### src/rtl/led_pkg.sv
`default_nettype none
//==============================================================================
// Package  : led_pkg
// Desc     : Shared types and timing helpers for the multi-channel LED driver.
// Revision : 1.0 - initial release
//==============================================================================
package led_pkg;

    typedef enum logic [1:0] {
        LED_OFF   = 2'd0,
        LED_ON    = 2'd1,
        LED_BLINK = 2'd2,
        LED_BURST = 2'd3
    } mode_e;

    typedef enum logic [2:0] {
        S_OFF    = 3'd0,
        S_ON     = 3'd1,
        S_BL_ON  = 3'd2,
        S_BL_OFF = 3'd3,
        S_BU_ON  = 3'd4,
        S_BU_OFF = 3'd5
    } chan_state_e;

    localparam int unsigned C_DEFAULT_CLK_MHZ = 50;
    localparam int unsigned MS_CYCLES         = C_DEFAULT_CLK_MHZ * 1000;

    // Prescaler length for an arbitrary clock; MS_CYCLES is the default-clock value.
    function automatic int unsigned ms_cycles(input int unsigned clk_mhz);
        return clk_mhz * 1000;
    endfunction

endpackage
`default_nettype wire

### src/rtl/led_channel.sv
`default_nettype none
//==============================================================================
// Module   : led_channel
// Desc     : One LED engine: OFF/ON/BLINK/BURST FSM with ms timer and flash count.
// Revision : 1.0 - initial release
//==============================================================================
module led_channel
    import led_pkg::*;
#(
    parameter int unsigned PERIOD_W = 16,
    parameter int unsigned BURST_W  = 4
) (
    input  logic                clk,
    input  logic                rst_n,
    input  logic                i_apply,
    input  mode_e               i_mode,
    input  logic [PERIOD_W-1:0] i_half_ms,
    input  logic [BURST_W-1:0]  i_count,
    input  logic                i_tick,
    output logic                o_led,
    output logic                o_busy
);

    chan_state_e         r_state,  w_state_nxt;
    logic [PERIOD_W-1:0] r_timer,  w_timer_nxt;
    logic [PERIOD_W-1:0] r_half,   w_half_nxt;
    logic [BURST_W-1:0]  r_remain, w_remain_nxt;

    always_ff @(posedge clk or negedge rst_n) begin
        if (!rst_n) begin
            r_state  <= S_OFF;
            r_timer  <= '0;
            r_half   <= '0;
            r_remain <= '0;
        end else begin
            r_state  <= w_state_nxt;
            r_timer  <= w_timer_nxt;
            r_half   <= w_half_nxt;
            r_remain <= w_remain_nxt;
        end
    end

    always_comb begin
        w_state_nxt  = r_state;
        w_timer_nxt  = r_timer;
        w_half_nxt   = r_half;
        w_remain_nxt = r_remain;
        // A new config always restarts the channel; a coincident tick is dropped.
        if (i_apply) begin
            w_half_nxt   = (i_half_ms == '0) ? PERIOD_W'(1) : i_half_ms;
            w_timer_nxt  = '0;
            w_remain_nxt = '0;
            unique case (i_mode)
                LED_OFF:   w_state_nxt = S_OFF;
                LED_ON:    w_state_nxt = S_ON;
                LED_BLINK: begin
                    w_state_nxt = S_BL_ON;
                    w_timer_nxt = w_half_nxt;
                end
                LED_BURST: begin
                    if (i_count != '0) begin
                        w_state_nxt  = S_BU_ON;
                        w_timer_nxt  = w_half_nxt;
                        w_remain_nxt = i_count;
                    end else begin
                        w_state_nxt  = S_OFF;
                    end
                end
            endcase
        end else if (i_tick && (r_state inside {S_BL_ON, S_BL_OFF, S_BU_ON, S_BU_OFF})) begin
            if (r_timer > PERIOD_W'(1)) begin
                w_timer_nxt = r_timer - PERIOD_W'(1);
            end else begin
                w_timer_nxt = r_half;
                case (r_state)
                    S_BL_ON:  w_state_nxt = S_BL_OFF;
                    S_BL_OFF: w_state_nxt = S_BL_ON;
                    S_BU_ON:  w_state_nxt = S_BU_OFF;
                    S_BU_OFF: begin
                        if (r_remain <= BURST_W'(1)) begin
                            w_state_nxt  = S_OFF;
                            w_remain_nxt = '0;
                            w_timer_nxt  = '0;
                        end else begin
                            w_state_nxt  = S_BU_ON;
                            w_remain_nxt = r_remain - BURST_W'(1);
                        end
                    end
                    default: w_state_nxt = r_state;
                endcase
            end
        end
    end

    assign o_led  = (r_state == S_ON) || (r_state == S_BL_ON) || (r_state == S_BU_ON);
    assign o_busy = (r_state == S_BU_ON) || (r_state == S_BU_OFF);

endmodule
`default_nettype wire

### src/rtl/led_blinker_multi.sv
`default_nettype none
//==============================================================================
// Module   : led_blinker_multi
// Desc     : Shared 1 ms prescaler, config write port and CHANNELS LED engines.
// Revision : 1.0 - initial release
//==============================================================================
module led_blinker_multi
    import led_pkg::*;
#(
    parameter  int unsigned CLK_MHZ  = 50,
    parameter  int unsigned CHANNELS = 4,
    parameter  int unsigned PERIOD_W = 16,
    parameter  int unsigned BURST_W  = 4,
    localparam int unsigned CH_W     = (CHANNELS > 1) ? $clog2(CHANNELS) : 1
) (
    input  logic                clk,
    input  logic                rst_n,
    input  logic                cfg_valid,
    output logic                cfg_ready,
    input  logic [CH_W-1:0]     cfg_chan,
    input  logic [1:0]          cfg_mode,
    input  logic [PERIOD_W-1:0] cfg_half_ms,
    input  logic [BURST_W-1:0]  cfg_count,
    output logic [CHANNELS-1:0] led,
    output logic [CHANNELS-1:0] busy,
    output logic                ms_tick
);

    localparam int unsigned         c_ms_cycles = ms_cycles(CLK_MHZ);
    localparam int unsigned         c_pre_w     = $clog2(c_ms_cycles);
    localparam logic [c_pre_w-1:0]  c_pre_last  = c_pre_w'(c_ms_cycles - 1);
    localparam logic [CH_W:0]       c_chan_lim  = (CH_W + 1)'(CHANNELS);

    logic [c_pre_w-1:0]  r_presc;
    logic                r_ready;
    logic                r_apply;
    logic [CH_W-1:0]     r_chan;
    mode_e               r_mode;
    logic [PERIOD_W-1:0] r_half;
    logic [BURST_W-1:0]  r_count;

    logic w_tick;
    logic w_accept;
    logic w_chan_ok;

    assign w_tick    = (r_presc == c_pre_last);
    assign w_accept  = cfg_valid && r_ready;
    assign w_chan_ok = ({1'b0, cfg_chan} < c_chan_lim);

    // Writes to a non-existent channel complete the handshake but never reach an engine.
    always_ff @(posedge clk or negedge rst_n) begin
        if (!rst_n) begin
            r_presc <= '0;
            r_ready <= 1'b0;
            r_apply <= 1'b0;
            r_chan  <= '0;
            r_mode  <= LED_OFF;
            r_half  <= '0;
            r_count <= '0;
        end else begin
            r_presc <= w_tick ? '0 : r_presc + c_pre_w'(1);
            r_ready <= ~w_accept;
            r_apply <= w_accept && w_chan_ok;
            if (w_accept) begin
                r_chan  <= cfg_chan;
                r_mode  <= mode_e'(cfg_mode);
                r_half  <= cfg_half_ms;
                r_count <= cfg_count;
            end
        end
    end

    assign cfg_ready = r_ready;
    assign ms_tick   = w_tick;

    generate
        for (genvar gi = 0; gi < CHANNELS; gi++) begin : g_chan
            led_channel #(
                .PERIOD_W (PERIOD_W),
                .BURST_W  (BURST_W)
            ) u_chan (
                .clk       (clk),
                .rst_n     (rst_n),
                .i_apply   (r_apply && (r_chan == CH_W'(gi))),
                .i_mode    (r_mode),
                .i_half_ms (r_half),
                .i_count   (r_count),
                .i_tick    (w_tick),
                .o_led     (led[gi]),
                .o_busy    (busy[gi])
            );
        end
    endgenerate

endmodule
`default_nettype wire

### config.mk
export PLATFORM = sky130hd
export DESIGN_NAME = led_blinker_multi
export DESIGN_NICKNAME = d
export VERILOG_FILES = /design/src/rtl/led_pkg.sv /design/src/rtl/led_channel.sv /design/src/rtl/led_blinker_multi.sv
export SDC_FILE = /design/constraint.sdc
export NUM_CORES = 1
export LEC_CHECK = 0
export ABC_CLOCK_PERIOD_IN_PS = 3100
export CAP_MARGIN = 20
export CORE_MARGIN = 2
export CORE_UTILIZATION = 41
export CTS_CLUSTER_DIAMETER = 30
export CTS_CLUSTER_SIZE = 10
export DETAILED_ROUTE_END_ITERATION = 8
export SLEW_MARGIN = 20
export SYNTH_ARGS = -nofsm -noshare
export SYNTH_HDL_FRONTEND = slang
export SYNTH_SLANG_ARGS = --single-unit
### constraint.sdc
create_clock -name clk -period 3.1 [get_ports clk]
set_clock_uncertainty 0.05 [all_clocks]
set_input_delay 0.62 -clock clk [delete_from_list [all_inputs] [get_ports clk]]
set_output_delay 0.62 -clock clk [all_outputs]
set_load 0.03 [all_outputs]
==> flow_summary.json <==
{
  "status": "finished, violations left",
  "violations": "DRC",
  "grtUsageTotal_pct": 23.9,
  "final_max_slew_viol_count": 0,
  "io_pins": 37,
  "ff2ff_setup_slack_ns": 0.25,
  "final_common_cell": "dfrtp_1",
  "nFillCells": 2555,
  "post-route-period-util_pct": 95.7,
  "final_cell_mix": "197 x dfrtp_1, 184 x nand2_1, 104 x nor2_1, 64 x o21ai_0, 57 x mux2_2",
  "drive_gt1_share_pct": 12.6,
  "ys_types": 70,
  "cts_tree": "built",
  "final.setup.tns_ns": 0,
  "ys_seq_area_share_pct": 45.3,
  "vias": 9227,
  "syn_inst": 1199,
  "crit_fanout": 14,
  "gp_congestion": 0.912,
  "clock-root-buffer": "clkbuf_16",
  "reg2reg_from": "r_presc[11]",
  "postSynth.asyncResetShare_pct": 100,
  "ant_nets": 0,
  "fin_crit_ns": 2.97,
  "drt_first_iter_violations": 955,
  "rows": 59,
  "p_per_area_mw_per_mm2": 775,
  "critPathKind": "reg2out",
  "rsz0062_at_grt": "false",
  "worstPathArrival_ns": 2.30,
  "final_cell_area_mm2": 0.0123,
  "drc_errors": 4,
  "drt-vias-per-instance": 5.88,
  "io_buffer_count": 36,
  "synth_edf_count": 0,
  "finalSetupViolCount": 0,
  "netlist_area_mm2": 0.0109,
  "fin_nets": 1264,
  "cts_buffer_depth": 2,
  "fp.dieH_um": 167,
  "htree_levels": 4,
  "initial_core_util_pct": 41.9,
  "cts_buffers": 17,
  "drt-total-wl_mm": 32.6,
  "clock_sinks": 198,
  "hold_viol": 0,
  "tightest_slew_ns": 0.895,
  "placed_area_mm2": 0.0117,
  "dieArea_mm2": 0.0280,
  "max_freq_mhz": 337,
  "maxCapViolCount": 0,
  "synthFlopType": "dfrtp_1",
  "dp_hpwl_mm": 21.8,
  "synth_nets": 1243,
  "p_leak_uw": 0.00527,
  "n_antenna_cell": 0,
  "first_global_vias": 8875,
  "drt_pass1_iterations": 9,
  "startpoint_type": "flip-flop",
  "area_delta_synth_final_pct": 12.6,
  "relSlewSlack_pct": 39.8,
  "ys_ff_latch": 198,
  "clk_pin_slew_ns": 0.07,
  "holdBufCountCts": 0,
  "coreArea_mm2": 0.0261,
  "clock_latency_ns": 0.45,
  "fp.dieW_um": 167,
  "end_kind": "primary output",
  "grt_overflow": 0,
  "routedWlPerCell_um": 20.8,
  "yosys_warnings": 0,
  "ir_drop_v": 0.000404,
  "grt_pass1_wl_mm": 51.9,
  "antenna_found_initial": 0,
  "hold_path_class": "in2async",
  "synth.avg_cell_area_um2": 9.12,
  "crit_start": "r_presc[11]",
  "worst_ep_required_time_ns": 2.43,
  "grt_max_degree": 68,
  "power_uw": 9550
}
## path summary, 6_finish.rpt
kind	end	cells past startpoint
hold / removal	g_chan[0].u_chan.r_remain[2]	1
min in group clk	r_presc[0]	1
hold reg to reg	r_presc[0]	1
setup / recovery	ms_tick	4
max in group asynchronous	g_chan[2].u_chan.r_timer[6]	2
setup reg to reg	g_chan[2].u_chan.r_remain[3]	7
## cell usage after synthesis, drive strengths merged, types with 5 or more instances
master  number  area share, %
a21o         8           0.55
a21oi       51            2.3
a22oi        9           0.62
a311oi      13            1.0
a31o         5           0.40
a31oi       29            1.7
and2        10           0.57
and3        23            1.3
buf         14           0.80
clkbuf      64            2.2
dfrtp      198             45
ha          17            1.9
inv         25           0.86
mux2        57            5.9
mux2i       10           0.92
nand2      184            6.3
nand2b       5           0.29
nand3       42            1.9
nand3b       7           0.48
nand4       20            1.3
nand4b       5           0.40
nor2       104            3.6
nor2b       12           0.69
nor3        26            1.2
nor3b        7           0.48
nor4        21            1.6
o211ai       9           0.62
o21a         5           0.34
o21ai       73            3.3
o22ai       18            1.0
o31ai        5           0.34
or3         11           0.63
or4         11           0.79
or4b         5           0.46
xnor2       23            1.8
xor2        30            2.4
## critical path, cell delays in order (launching register included)
cell and delay, ns:
dfrtp_2 0.44, or4b_1 0.51, or4_4 0.55, clkinv_4 0.16, buf_4 0.19
## registers in the layout, summed over array words and instances, names as in the netlist, 2 cells and up
| register | cells |
|---|---|
| g_chan.u_chan.r_half | 64 |
| r_half | 16 |
| r_count | 4 |
| r_mode | 2 |
| g_chan.u_chan.r_timer | 64 |
| g_chan.u_chan.r_state | 12 |
| r_presc | 16 |
| g_chan.u_chan.r_remain | 16 |
| r_chan | 2 |
## logic make-up (layout without fill, tap and decap cells)
kind of cell / count (synthesis) / count (layout) / share of synthesized area (%)
AO/OA/AOI/OAI: 256 / 256 / 14.8
XOR/XNOR: 53 / 53 / 4.24
adder cells (fa/ha/maj): 17 / 17 / 1.94
buffers and inverters: 104 / 138 / 3.90
flip-flops: 198 / 198 / 45.3
multiplexers: 67 / 67 / 6.78
AND/OR/NAND/NOR: 504 / 504 / 23.0
## area by class of cell
cell class / count / area (um2) / share of cell area, %
well taps: 335 / 419 / 3.40
inverters: 26 / 103 / 0.833
clock inverters: 13 / 121 / 0.985
clock buffers: 19 / 443 / 3.60
flip-flops and latches: 198 / 4960 / 40.2
repair buffers: 80 / 704 / 5.72
multi-input cells: 897 / 5570 / 45.2
## power breakdown
| group | internal, uW | switching, uW | total, uW |
|---|---|---|---|
| clock | 1140 | 1070 | 2210 |
| sequential | 3420 | 861 | 4280 |
| combinational | 1340 | 1720 | 3060 |
## stage by stage
step	setup slack [ns]	hold slack [ns]	util (%)	std cells
5_1_grt	0.0371	0.151	47.1	1568
3_3_place_gp	0.252	0.391	45.0	1536
3_5_place_dp	0.201	0.406	45.0	1536
2_1_floorplan	0.348	0.274	-	1199
4_1_cts	0.00327	0.127	47.1	1568
6_report	0.134	0.107	47.1	1568
## repair_timing
item / 4_1_cts / 5_1_grt
endpoints found under the setup margin: 1 / 2
buffers inserted: 0 / 1
pin swaps: 0 / 1
resized for setup: 1 / 1
## metal layers
metal / routed length (um) / vias up / track usage (%)
met5: 0 / - / 0
li1: - / 4331 / -
met1: 15000 / 4563 / 34.6
met3: 2260 / 39 / 4.82
met4: 775 / 0 / 7.41
met2: 14600 / 294 / 36.2
No activity file was read; power rests on OpenSTA's default activity.
